### src/rtl/mixer.sv
// -----------------------------------------------------------------------------
// mixer -- 1-bit sigma-delta RF mixer.
//
// The RF comparator bit is registered (rf_q). That registered bit is fed back
// to the front-end integrator and also selects the sign applied to the
// local-oscillator samples:
//   rf_q = 1 : pass the LO sample through
//   rf_q = 0 : negate it, saturating -2^(W-1) to +(2^(W-1)-1)
// The products are registered. Latency is 1 clock from the LO inputs to the
// outputs and 2 clocks from RFIn to the outputs.
//
// Ports
//   clk          : system clock; all state updates on its rising edge
//   reset        : synchronous, active-high; clears rf_q and both products
//   RFIn         : comparator output of the sigma-delta front end
//   sin_in       : LO sine sample, W-bit signed
//   cos_in       : LO cosine sample, W-bit signed
//   RFOut        : registered RF bit (rf_q), fed back to the RC integrator
//   MixerOutSin  : Q-path product, registered, W-bit signed
//   MixerOutCos  : I-path product, registered, W-bit signed
// -----------------------------------------------------------------------------
module mixer #(
  parameter int W = 8
) (
  input  logic                clk,
  input  logic                reset,
  input  logic                RFIn,
  input  logic signed [W-1:0] sin_in,
  input  logic signed [W-1:0] cos_in,
  output logic                RFOut,
  output logic signed [W-1:0] MixerOutSin,
  output logic signed [W-1:0] MixerOutCos
);

  // Apply the sign selected by the RF bit at W+1 bits, so that negating the
  // most negative input cannot wrap. The result is then clipped back to W bits.
  // Only -(-2^(W-1)) can actually overflow.
  function automatic logic signed [W-1:0] mix_sat(
    input logic signed [W-1:0] x,
    input logic                pass
  );
    logic signed [W:0] wide;
    wide = {x[W-1], x};
    if (!pass) begin
      wide = -wide;
    end
    if (wide[W] != wide[W-1]) begin
      mix_sat = wide[W] ? {1'b1, {(W-1){1'b0}}} : {1'b0, {(W-1){1'b1}}};
    end else begin
      mix_sat = wide[W-1:0];
    end
  endfunction

  logic                rf_q,  rf_d;
  logic signed [W-1:0] sin_q, sin_d;
  logic signed [W-1:0] cos_q, cos_d;

  // Both paths use the same registered RF bit in the same cycle.
  always_comb begin
    rf_d  = RFIn;
    sin_d = mix_sat(sin_in, rf_q);
    cos_d = mix_sat(cos_in, rf_q);
  end

  // Stage boundary: RF sample and mixer products.
  always_ff @(posedge clk) begin
    if (reset) begin
      rf_q  <= 1'b0;
      sin_q <= '0;
      cos_q <= '0;
    end else begin
      rf_q  <= rf_d;
      sin_q <= sin_d;
      cos_q <= cos_d;
    end
  end

  assign RFOut       = rf_q;
  assign MixerOutSin = sin_q;
  assign MixerOutCos = cos_q;

endmodule

### config.mk
export PLATFORM = sky130hd
export DESIGN_NAME = mixer
export DESIGN_NICKNAME = d
export VERILOG_FILES = /design/src/rtl/mixer.sv
export SDC_FILE = /design/constraint.sdc
export NUM_CORES = 1
export LEC_CHECK = 0
export ABC_AREA = 1
export BUFFER_PORTS_ARGS = -buffer_cell sky130_fd_sc_hd__buf_2
export CORE_MARGIN = 2
export CORE_UTILIZATION = 44
export CTS_CLUSTER_DIAMETER = 150
export DETAILED_ROUTE_END_ITERATION = 7
export PLACE_DENSITY = 0.83
export RECOVER_POWER = 50
export SLEW_MARGIN = 15
export SYNTH_ARGS = -nofsm -noshare
export SYNTH_HDL_FRONTEND = slang
export SYNTH_SLANG_ARGS = --single-unit
### constraint.sdc
create_clock -name clk -period 2.7 [get_ports clk]
set_input_delay 0.27 -clock clk [delete_from_list [all_inputs] [get_ports clk]]
set_output_delay 0.27 -clock clk [all_outputs]
set_load 0.005 [all_outputs]
# Word-level counts from Yosys, hierarchy flattened
# Index checks and enable logic that the tools add are counted.
# Widths: inputs -> output; s select.
# totals
regBits,17
inputBits,19
wordCells,13
# op_classes
add_sub_neg,2
n_eq_ne,2
n_mux,6
# op_table
cell,count
$mux 8,4
$mux 9,2
$neg 8->9,2
$ne 1x1->1,2

# Depth between registers and ports, before layout
# Gate-level depths: netlist of run 1.
# depth
ltp_word,4
mapped_depth,8

# Least setup slack after synthesis of run 1
# Ideal clock, no wire load.
# synth_path
path_kind,input to register
startpoint,input port cos_in[0]
endpoint,"register cos_q[1], in the netlist MixerOutCos[1]"
setup_time_ps,69
arrival_ps,1149
required_ps,2631
slack_ps,1482
path_stages,8
cell_sequence,inv_1 ha_1 inv_1 nor2_1 nand4_2 a21oi_4 nand3_2 o21ai_1
# synth_between
elab_chain_len,4
# synth_lines
element,line_no,rtl
"start, declared",29,"input logic signed [W-1:0] cos_in,"
$neg 8->9 (*),45,wide = -wide;
$mux 9 (*),44,if (!pass) begin
$mux 8 / $ne 1x1->1 (equally long branches),"48, 47",
$mux 8 (*),47,if (wide[W] != wide[W-1]) begin
"end signal, assigned",74,cos_q <= cos_d;
"end, declared",56,"logic signed [W-1:0] cos_q, cos_d;"
# Mark *: on every way between the ends. The rest lies on a longest branch, timed or not.
# A chain may end at the register's enable or synchronous reset.

# Worst setup path after layout of run 1
# layout_path
startpoint,"register rf_q, in the netlist RFOut"
endpoint,"register sin_q[3], in the netlist MixerOutSin[3]"
# layout_between
elab_chain_len,3
# layout_lines
element,line_no,rtl
"start, declared",54,"logic rf_q, rf_d;"
"start signal, assigned",72,rf_q <= rf_d;
$mux 9 (*),44,
$mux 8 / $ne 1x1->1 (equally long branches),"48, 47",
$mux 8 (*),47,
"end signal, assigned",73,sin_q <= sin_d;
"end, declared",55,"logic signed [W-1:0] sin_q, sin_d;"
# Marks and branches as above.

==> results of run 1 <==
registers in the layout, indices dropped and copies added, names as in the netlist:
name,count
MixerOutCos,8
MixerOutSin,8
RFOut,1
routing by layer:
layer / part of all wire [%] / track usage (%) / vias up
li1: - / - / 469
met1: 43 / 20.15 / 398
met2: 50 / 30.70 / 28
met3: 4.6 / 2.083 / 3
met4: 1.7 / 9.459 / 0
met5: 0 / 0 / -
worst register-to-register path, stage by stage, from the launching register on:
cell	delay, ps
dfxtp_1	720
inv_2	180
nand2_1	190
nand3_1	90
nand2_1	80
nand2_2	80
nand2_4	100
a21oi_2	50
final timing paths:
| path | endpoint | cells past startpoint |
|---|---|---|
| max | MixerOutSin[3]$_SDFF_PP0_ | 7 |
| min | RFOut$_SDFF_PP0_ | 3 |
| max reg2reg | MixerOutSin[3]$_SDFF_PP0_ | 7 |
| min reg2reg | MixerOutCos[7]$_SDFF_PP0_ | 2 |
report_power, final:
part / internal, uW / total [uW] / switching (uW)
Clock: 57.5 / 127 / 69.8
Combinational: 56.3 / 134 / 77.4
Sequential: 275 / 284 / 9.08
Total: 389 / 545 / 156
synthesized netlist by cell type (2+ instances only):
library cell | instances | share of area, %
nand2_1 | 19 | 7.5
dfxtp_1 | 17 | 36
inv_1 | 13 | 5.1
nor2_1 | 12 | 4.7
nand3_1 | 9 | 4.7
o21ai_1 | 9 | 4.7
xor2_1 | 7 | 6.4
a21oi_2 | 4 | 3.7
a21oi_1 | 3 | 1.6
inv_2 | 3 | 1.2
nand3_2 | 3 | 3.1
nor2_2 | 3 | 2.0
ha_1 | 2 | 2.6
nand4_1 | 2 | 1.3
nand4_2 | 2 | 2.6
xnor2_1 | 2 | 1.8
metrics by stage:
step           hold WS [ps]  utilization [%]  setup WS, ps  std cells  total power [uW]
6_report              183.1            58.56          1092        186             544.8
5_1_grt               193.5            58.56         930.1        186             576.8
4_1_cts               185.5            59.06          1114        186             549.6
3_5_place_dp          490.6            57.75          1117        182             426.7
3_3_place_gp          474.0            57.75          1179        182             420.3
2_1_floorplan         377.0                -          1482        122             369.7
layout make-up:
| cell class | instances | area (um2) |
|---|---|---|
| tap | 27 | 33.78 |
| sequential | 17 | 340.3 |
| timing repair buffer | 35 | 165.2 |
| clock buffer | 4 | 26.28 |
| multi-input combinational | 87 | 546.8 |
| fill | 191 | 829.5 |
| inverter | 16 | 60.06 |
cells by family (layout without fill, tap and decap cells):
| logic type | Yosys count | in the layout | synth area share [%] |
|---|---|---|---|
| mux | 1 | 1 | 1.047 |
| fa+ha+maj | 2 | 2 | 2.617 |
| simple gates | 54 | 54 | 29.45 |
| xor+xnor | 9 | 9 | 8.247 |
| flops | 17 | 17 | 35.60 |
| compound gates | 21 | 21 | 15.84 |
| buf+inv | 18 | 55 | 7.198 |
==> qor.yml, run 1 <==
floorplanning:
  die_x_um: 50.61
  die_h_um: 50.61
  num_rows: 16
  io_pins: 36
  initial_core_util_pct: 47.75
  die_area_mm2: 0.002561
  fp.coreArea_mm2: 0.002002
setup_path:
  slowest_delay_ps: 720
  startpoint_type: "flip-flop"
  crit_start: "RFOut$_SDFF_PP0_"
  rrSetupSlack_ps: 1090
  arrival_ps: 1770
  crit_path_max_fanout: 15
  reg2reg_from: "RFOut$_SDFF_PP0_"
  slowest_stage: "dfxtp_1"
  crit_buf_inv: 1
  crit_chain: "inv_2 > nand2_1 > nand3_1 > nand2_1 > nand2_2 > nand2_4 > a21oi_2"
  worstSetupEndpointType: "flip-flop"
  crit_family: "flip-flops"
  critPathKind: "flip-flop to flip-flop"
  required_ps: 2860
  cp_common_cell: "nand2_1"
synthesis:
  synth.ff_latch_count: 17
  synth_ff_type: "dfxtp_1"
  ys_warn_count: 0
  synthCells: 122
  ys_types: 28
  ys_async_sr_fraction_pct: 0
  syn_area_per_cell_um2: 7.835
  syn_nets: 143
  netlist_area_um2: 955.9
  synth_edf_count: 0
  synth-seq-area-share_pct: 35.60
routing:
  vias: 898
  wirelength_um: 2040
  avgViaCountPerCell: 4.828
  wl_per_cell_um: 10.97
  drt_pass1_iterations: 4
  drc: 0
  drt_iter0_drc: 12
  antenna_left: 0
finish:
  fin_nets: 181
  finalInstanceArea_mm2: 0.001172
  syn_to_final_growth_pct: 22.64
  num_antenna_cells: 0
  most-common-layout-cells: "buf_2 (27), nand2_1 (19), dfxtp_1 (17), inv_1 (13), nor2_1 (12)"
  drive_above_1_share_pct: 32.08
  layout_commonest_cell: "buf_2"
global_route:
  grt_max_degree: 16
  antenna_found_initial: 0
  first_global_vias: 817
  grt_pass1_wl_um: 3360
  overflow: 0
  grt_use_total_pct: 17.35
cts:
  insertion_delay_ps: 290
  cts.path.max_buffers: 2
  cts_sinks: 17
  postCtsHoldBufs: 0
  ctsRootBufferMaster: "clkbuf_4"
  cts_resized: 0
  cts_tree: "done"
  clk_pin_slew_ps: 90
  cts_setup_buffers: 0
  htreeDepth: 1
  cts_made_buffers: 3
placement:
  port_buffers: 35
  placed_area_mm2: 0.001156
  place_hpwl_um: 1716
  routabilityCongestion: 0.8557
timing:
  setup_viol: 0
  max_freq_ghz: 0.6219
  tns_ps: 0
  slew_viol_final: 0
  min_period_over_period_pct: 59.56
  period_needed_ps: 1608
  hold_viol_final: 0
  worst_pin_slew_ps: 607.0
  rsz0062_at_grt: "false"
  relSlewSlack_pct: 59.48
  fin_skew_ps: 7.715
status:
  outcome: "completed"
min_path:
  holdCritStartpoint: "RFIn"
  hp-class: "input port to flip-flop"
power:
  vdd_ir_drop_max_v: 0.0002553
  p_per_area_mw_per_mm2: 464.7
  leakage_uw: 0.0005906
flow_run:
  maxCapViolCount: 0
Note: power is estimated with default switching activity, not from simulation.
==> run 2, diff against run 1 <==
==> constraint.sdc (replaced) <==
create_clock -name clk -period 1.5 [get_ports clk]
set_input_delay 0.15 -clock clk [delete_from_list [all_inputs] [get_ports clk]]
set_output_delay 0.15 -clock clk [all_outputs]
set_load 0.005 [all_outputs]
==> run 2 against run 1 <==
  * Global-route usage down 0.17 points
  * Sequential cell count unchanged
  * Critical path type unchanged
  * Clock skew down 4.6 ps
  * Sequential share of layout area down 0.46 points
  * Critical path depth unchanged
  * Combinational power up 88%
  * Critical endpoint is now MixerOutSin[5]$_SDFF_PP0_
==> qor.yml, run 2 (synthesis results as in run 1) <==
setup_path:
  cp_common_cell: "nand2_1"
  slowest_delay_ps: 390  # -330 ps
  arrival_ps: 1320  # -450 ps
  crit_path_max_fanout: 8  # -7
  crit_buf_inv: 1  # unchanged
  slowest_stage: "dfxtp_1"
  startpoint_type: "flip-flop"
  required_ps: 1650  # -1210 ps
  crit_chain: "inv_2 > nand2_1 > nand3_1 > nand2_1 > nand2_2 > nand2_4 > a21oi_2"
  rrSetupSlack_ps: 330  # -760 ps
  worstSetupEndpointType: "flip-flop"
  critPathKind: "flip-flop to flip-flop"
  crit_family: "simple AND/OR/NAND/NOR gates"
finish:
  fin_nets: 183  # +1.1%
  layout_commonest_cell: "buf_2"
  num_antenna_cells: 0  # unchanged
  syn_to_final_growth_pct: 24.61
  most-common-layout-cells: "buf_2 (30), nand2_1 (19), dfxtp_1 (17), inv_1 (13), nor2_1 (12)"
  drive_above_1_share_pct: 34.78  # +2.7 points
routing:
  wl_per_cell_um: 10.42  # -5.0%
  wl_met3_um: 112  # +20%
  drt_pass1_iterations: 4  # unchanged
  antenna_left: 0  # unchanged
  avgViaCountPerCell: 4.819  # -0.18%
  drt_iter0_drc: 40  # +28
  wirelength_um: 1959  # -4.0%
  drt-met1-wl_um: 877  # -0.79%
  vias: 906  # +0.89%
  topRoutingLayerUsed: "met4"
  wl_met2_um: 936  # -8.8%
  drc: 0  # unchanged
cts:
  postCtsHoldBufs: 0  # unchanged
  ctsRootBufferMaster: "clkbuf_4"
  cts_resized: 0  # unchanged
  cts_tree: "done"
  clk_pin_slew_ps: 80  # about the same
  cts_setup_buffers: 0  # unchanged
  cts.path.max_buffers: 2  # unchanged
  cts_sinks: 17  # unchanged
  cts_made_buffers: 3  # unchanged
  htreeDepth: 1  # unchanged
  insertion_delay_ps: 270  # -20 ps
global_route:
  grt_max_degree: 10  # -6
  overflow: 0  # unchanged
  grt_use_total_pct: 17.19  # -0.17 points
  first_global_vias: 810  # -0.86%
  grt_pass1_wl_um: 3360  # unchanged
  antenna_found_initial: 0  # unchanged
power:
  p_switching_uw: 268.6  # +72%
  leakage_uw: 0.0006104  # +3.4%
  swShare_pct: 27.61  # -1.1 points
  p_per_area_mw_per_mm2: 816.9  # +76%
  pwr-share-seq_pct: 51.8  # -0.3 points
  pwr-share-comb_pct: 25.9  # +1.4 points
  vdd_ir_drop_max_v: 0.0003737  # +46%
  finalPower_uw: 973.0  # +79%
  p_int_uw: 704.4  # +81%
  p_clk_share_pct: 22.3  # -1.1 points
timing:
  period_needed_ps: 1166  # -442.0 ps
  rsz0062_at_grt: "false"
  tns_ps: 0  # unchanged
  fin_skew_ps: 3.141  # -4.574 ps
  hold_viol_final: 0  # unchanged
  min_period_over_period_pct: 77.74  # +18 points
  slew_viol_final: 0  # unchanged
  worst_pin_slew_ps: 412.2  # -194.8 ps
  max_freq_ghz: 0.8576  # +38%
  relSlewSlack_pct: 72.52  # +13 points
  setup_viol: 0  # unchanged
placement:
  port_buffers: 35  # unchanged
  place_hpwl_um: 1631  # -5.0%
  routabilityCongestion: 0.8875  # +3.7%
flow_run:
  maxCapViolCount: 0  # unchanged
status:
  outcome: "completed"
floorplanning:
  io_pins: 36  # unchanged
  initial_core_util_pct: 47.75  # unchanged
  die_h_um: 50.61  # unchanged
  die_x_um: 50.61  # unchanged
  num_rows: 16  # unchanged
  fp.coreArea_mm2: 0.002002  # unchanged
  die_area_mm2: 0.002561  # unchanged
min_path:
  hp-class: "input port to flip-flop"
-- run 2: cell type report --
class | instances | area, um2
well taps | 27 | 33.78
flip-flops and latches | 17 | 340.3
multi-input cells | 87 | 546.8
fillers | 192 | 810.8
inverters | 16 | 60.06
repair buffers | 37 | 183.9
clock buffers | 4 | 26.28
-- run 2: worst paths after layout --
kind                            depth (start not counted)             start                        end
worst max-delay path                                    7  RFOut$_SDFF_PP0_  MixerOutSin[5]$_SDFF_PP0_
worst min-delay path                                    3              RFIn           RFOut$_SDFF_PP0_
worst max register to register                          7  RFOut$_SDFF_PP0_  MixerOutSin[5]$_SDFF_PP0_
worst min register to register                          3  RFOut$_SDFF_PP0_  MixerOutCos[7]$_SDFF_PP0_
-- run 2: tightest hold or removal path, delay by kind of cell --
family	cells	cell delay [ps]
buf+inv	2	140
simple gates	1	40
-- run 2: metal layers --
| metal | up-vias | global-route usage, % |
|---|---|---|
| met3 | 2 | 1.786 |
| met2 | 25 | 27.63 |
| met5 | - | 0 |
| li1 | 476 | - |
| met4 | 0 | 10.36 |
| met1 | 403 | 22.06 |
-- run 2: through the flow --
| stage | util, % | hold slack, ps | setup WS (ps) | cells | cell area, um2 |
|---|---|---|---|---|---|
| global route | 59.50 | 93.05 | 247.5 | 188 | 1191 |
| CTS | 59.81 | 91.48 | 354.2 | 188 | 1197 |
| finish | 59.50 | 96.84 | 333.9 | 188 | 1191 |
| detailed placement | 58.50 | 368.0 | 112.3 | 184 | 1171 |
| floorplan | - | 257.0 | 401.9 | 122 | 955.9 |
| global placement | 58.50 | 357.5 | 213.3 | 184 | 1171 |
-- run 2: power by group through the flow --
stage / clock network, uW / logic (uW) / registers [uW]
2_1_floorplan: 0 / 141 / 524
3_3_place_gp: 0 / 246 / 514
3_5_place_dp: 0 / 254 / 515
4_1_cts: 223 / 255 / 504
5_1_grt: 248 / 283 / 509
6_report: 217 / 252 / 504
==> run 3, diff against run 2 <==
==> constraint.sdc (replaced) <==
create_clock -name clk -period 1.1 [get_ports clk]
set_input_delay 0.11 -clock clk [delete_from_list [all_inputs] [get_ports clk]]
set_output_delay 0.11 -clock clk [all_outputs]
set_load 0.005 [all_outputs]
==> run 3 against run 2 <==
  * Non-clock buffer count increased by 4
  * Worst setup slack got worse by 320 ps
  * Utilization increased by 3.4 points
  * First-iteration DRC count decreased by 55%
  * Clock power increased by 39%
  * Sequential power increased by 36%
  * Maximum frequency increased by 7.7%
  * Routed wire length decreased by 2.7%
  * Sequential cell count unchanged
  * Die area unchanged
  * Power increased by 39%
  * Worst hold slack got worse by 64 ps
==> qor.yml, run 3 (synthesis results as in run 1) <==
status:
  outcome: "completed"
setup_path:
  reg2reg_from: "RFOut$_SDFF_PP0_"
  r2r_cells: 5  # -2
  startpoint_type: "flip-flop"
  r2r-end: "MixerOutCos[6]$_SDFF_PP0_"
  arrival_ps: 1250  # -70 ps
  required_ps: 1270  # -380 ps
  crit_start: "RFOut$_SDFF_PP0_"
  worstSetupEndpointType: "flip-flop"
  rrSetupSlack_ps: 20  # -320 ps
  critPathKind: "flip-flop to flip-flop"
  crit_path_max_fanout: 8  # unchanged
  crit_end: "MixerOutCos[6]$_SDFF_PP0_"
routing:
  drt_pass1_iterations: 6  # +2
  avgViaCountPerCell: 4.818  # about the same
  drt_iter0_drc: 18  # -55%
  vias: 925  # +2.1%
  wirelength_um: 1907  # -2.7%
  antenna_left: 0  # unchanged
  drc: 0  # unchanged
  wl_per_cell_um: 9.932  # -4.7%
cts:
  cts_made_buffers: 3  # unchanged
  htreeDepth: 1  # unchanged
  cts_tree: "done"
  cts.path.max_buffers: 2  # unchanged
  clk_pin_slew_ps: 80  # about the same
  cts_setup_buffers: 0  # unchanged
  ctsRootBufferMaster: "clkbuf_4"
  insertion_delay_ps: 280  # about the same
  postCtsHoldBufs: 0  # unchanged
  cts_sinks: 17  # unchanged
finish:
  syn_to_final_growth_pct: 31.81
  num_antenna_cells: 0  # unchanged
  fillers: 180  # -6.3%
  most-common-layout-cells: "buf_2 (33), dfxtp_1 (16), nand2_1 (16), inv_1 (13), nor2_1 (11)"
  fin_nets: 187  # +2.2%
  drive_above_1_share_pct: 44.24  # +9.5 points
  layout_commonest_cell: "buf_2"
  finalInstanceArea_mm2: 0.001260  # +5.8%
  seqCellArea_um2: 344.1  # +1.1%
  fin_util_pct: 62.94  # +3.4 points
  multiInputGateArea_um2: 575.6  # +5.3%
timing:
  min_period_over_period_pct: 98.44  # +21 points
  tns_ps: 0  # unchanged
  fin_skew_ps: 3.983  # +0.8425 ps
  slew_viol_final: 0  # unchanged
  relSlewSlack_pct: 85.52  # +13 points
  rsz0062_at_grt: "true"
  hold_viol_final: 0  # unchanged
  max_freq_ghz: 0.9235  # +7.7%
  period_needed_ps: 1083  # -83.25 ps
  worst_pin_slew_ps: 214.9  # -197.4 ps
  setup_viol: 0  # unchanged
  fin_ws_ps: 17.17  # -316.8 ps
placement:
  place_hpwl_um: 1615  # -0.98%
  routabilityCongestion: 0.8224  # -7.3%
  placed_area_mm2: 0.001201  # +2.6%
  pre_cts_ws_ps: -205.8  # -318.1 ps
  port_buffers: 35  # unchanged
min_path:
  holdCritStartpoint: "RFIn"
  hp-class: "input port to flip-flop"
global_route:
  first_global_vias: 822  # +1.5%
  overflow: 0  # unchanged
  grt_use_total_pct: 16.29  # -0.90 points
  grt_max_degree: 10  # unchanged
  grt_pass1_wl_um: 3270  # -2.7%
  antenna_found_initial: 0  # unchanged
power:
  p_per_area_mw_per_mm2: 1076  # +32%
  vdd_ir_drop_max_v: 0.0006676  # +79%
  leakage_uw: 0.0006428  # +5.3%
floorplanning:
  fp.coreArea_mm2: 0.002002  # unchanged
  die_x_um: 50.61  # unchanged
  num_rows: 16  # unchanged
  die_area_mm2: 0.002561  # unchanged
  io_pins: 36  # unchanged
  initial_core_util_pct: 47.75  # unchanged
  die_h_um: 50.61  # unchanged
flow_run:
  maxCapViolCount: 0  # unchanged
[run 3: what timing repair did]
action / 4_1_cts / 5_1_grt
resized for setup: 1 / 11
pin swaps: 0 / 2
endpoints found under the setup margin: 9 / 13
gates cloned: 0 / 0
[run 3: report_power, final]
part,internal [uW],switching [uW]
clock,141,161
sequential,673,12.8
combinational,163,205
[run 3: worst max-delay path: stages (launching register included)]
cell	delay (ps)
dfxtp_4	370
buf_4	170
nor2_1	110
nand3_1	100
nand2_2	140
o21ai_1	90
[run 3: per-stage QoR]
stage | hold slack, ps | cells | power, uW
finish | 32.70 | 192 | 1356
global route | 39.73 | 192 | 1438
CTS | 27.87 | 192 | 1359
detailed placement | 328.1 | 188 | 1058
global placement | 316.0 | 188 | 1047
floorplan | 217.0 | 122 | 907.3
[run 3: area by class of cell]
type | count | share of cell area, %
multi-input combinational | 87 | 45.68
sequential | 17 | 27.31
tap | 27 | 2.681
inverter | 16 | 4.965
timing repair buffer | 41 | 17.28
clock buffer | 4 | 2.085
[run 3: worst min-delay path by stage]
stage	to	slack (ps)	cells past startpoint
final	RFOut$_SDFF_PP0_	30	3
after global routing	RFOut$_SDFF_PP0_	40	3
after CTS	RFOut$_SDFF_PP0_	30	3
after detailed placement	RFOut$_SDFF_PP0_	330	3
after global placement	RFOut$_SDFF_PP0_	320	3
after floorplan	RFOut$_SDFF_PP0_	220	2
[run 3: routing by layer]
metal	GRT usage (%)	share of wire, %	wire length (um)
met4	6.757	0	0
met1	21.06	45	849
met2	26.97	49	939
met5	0	0	0
met3	2.381	6.2	118
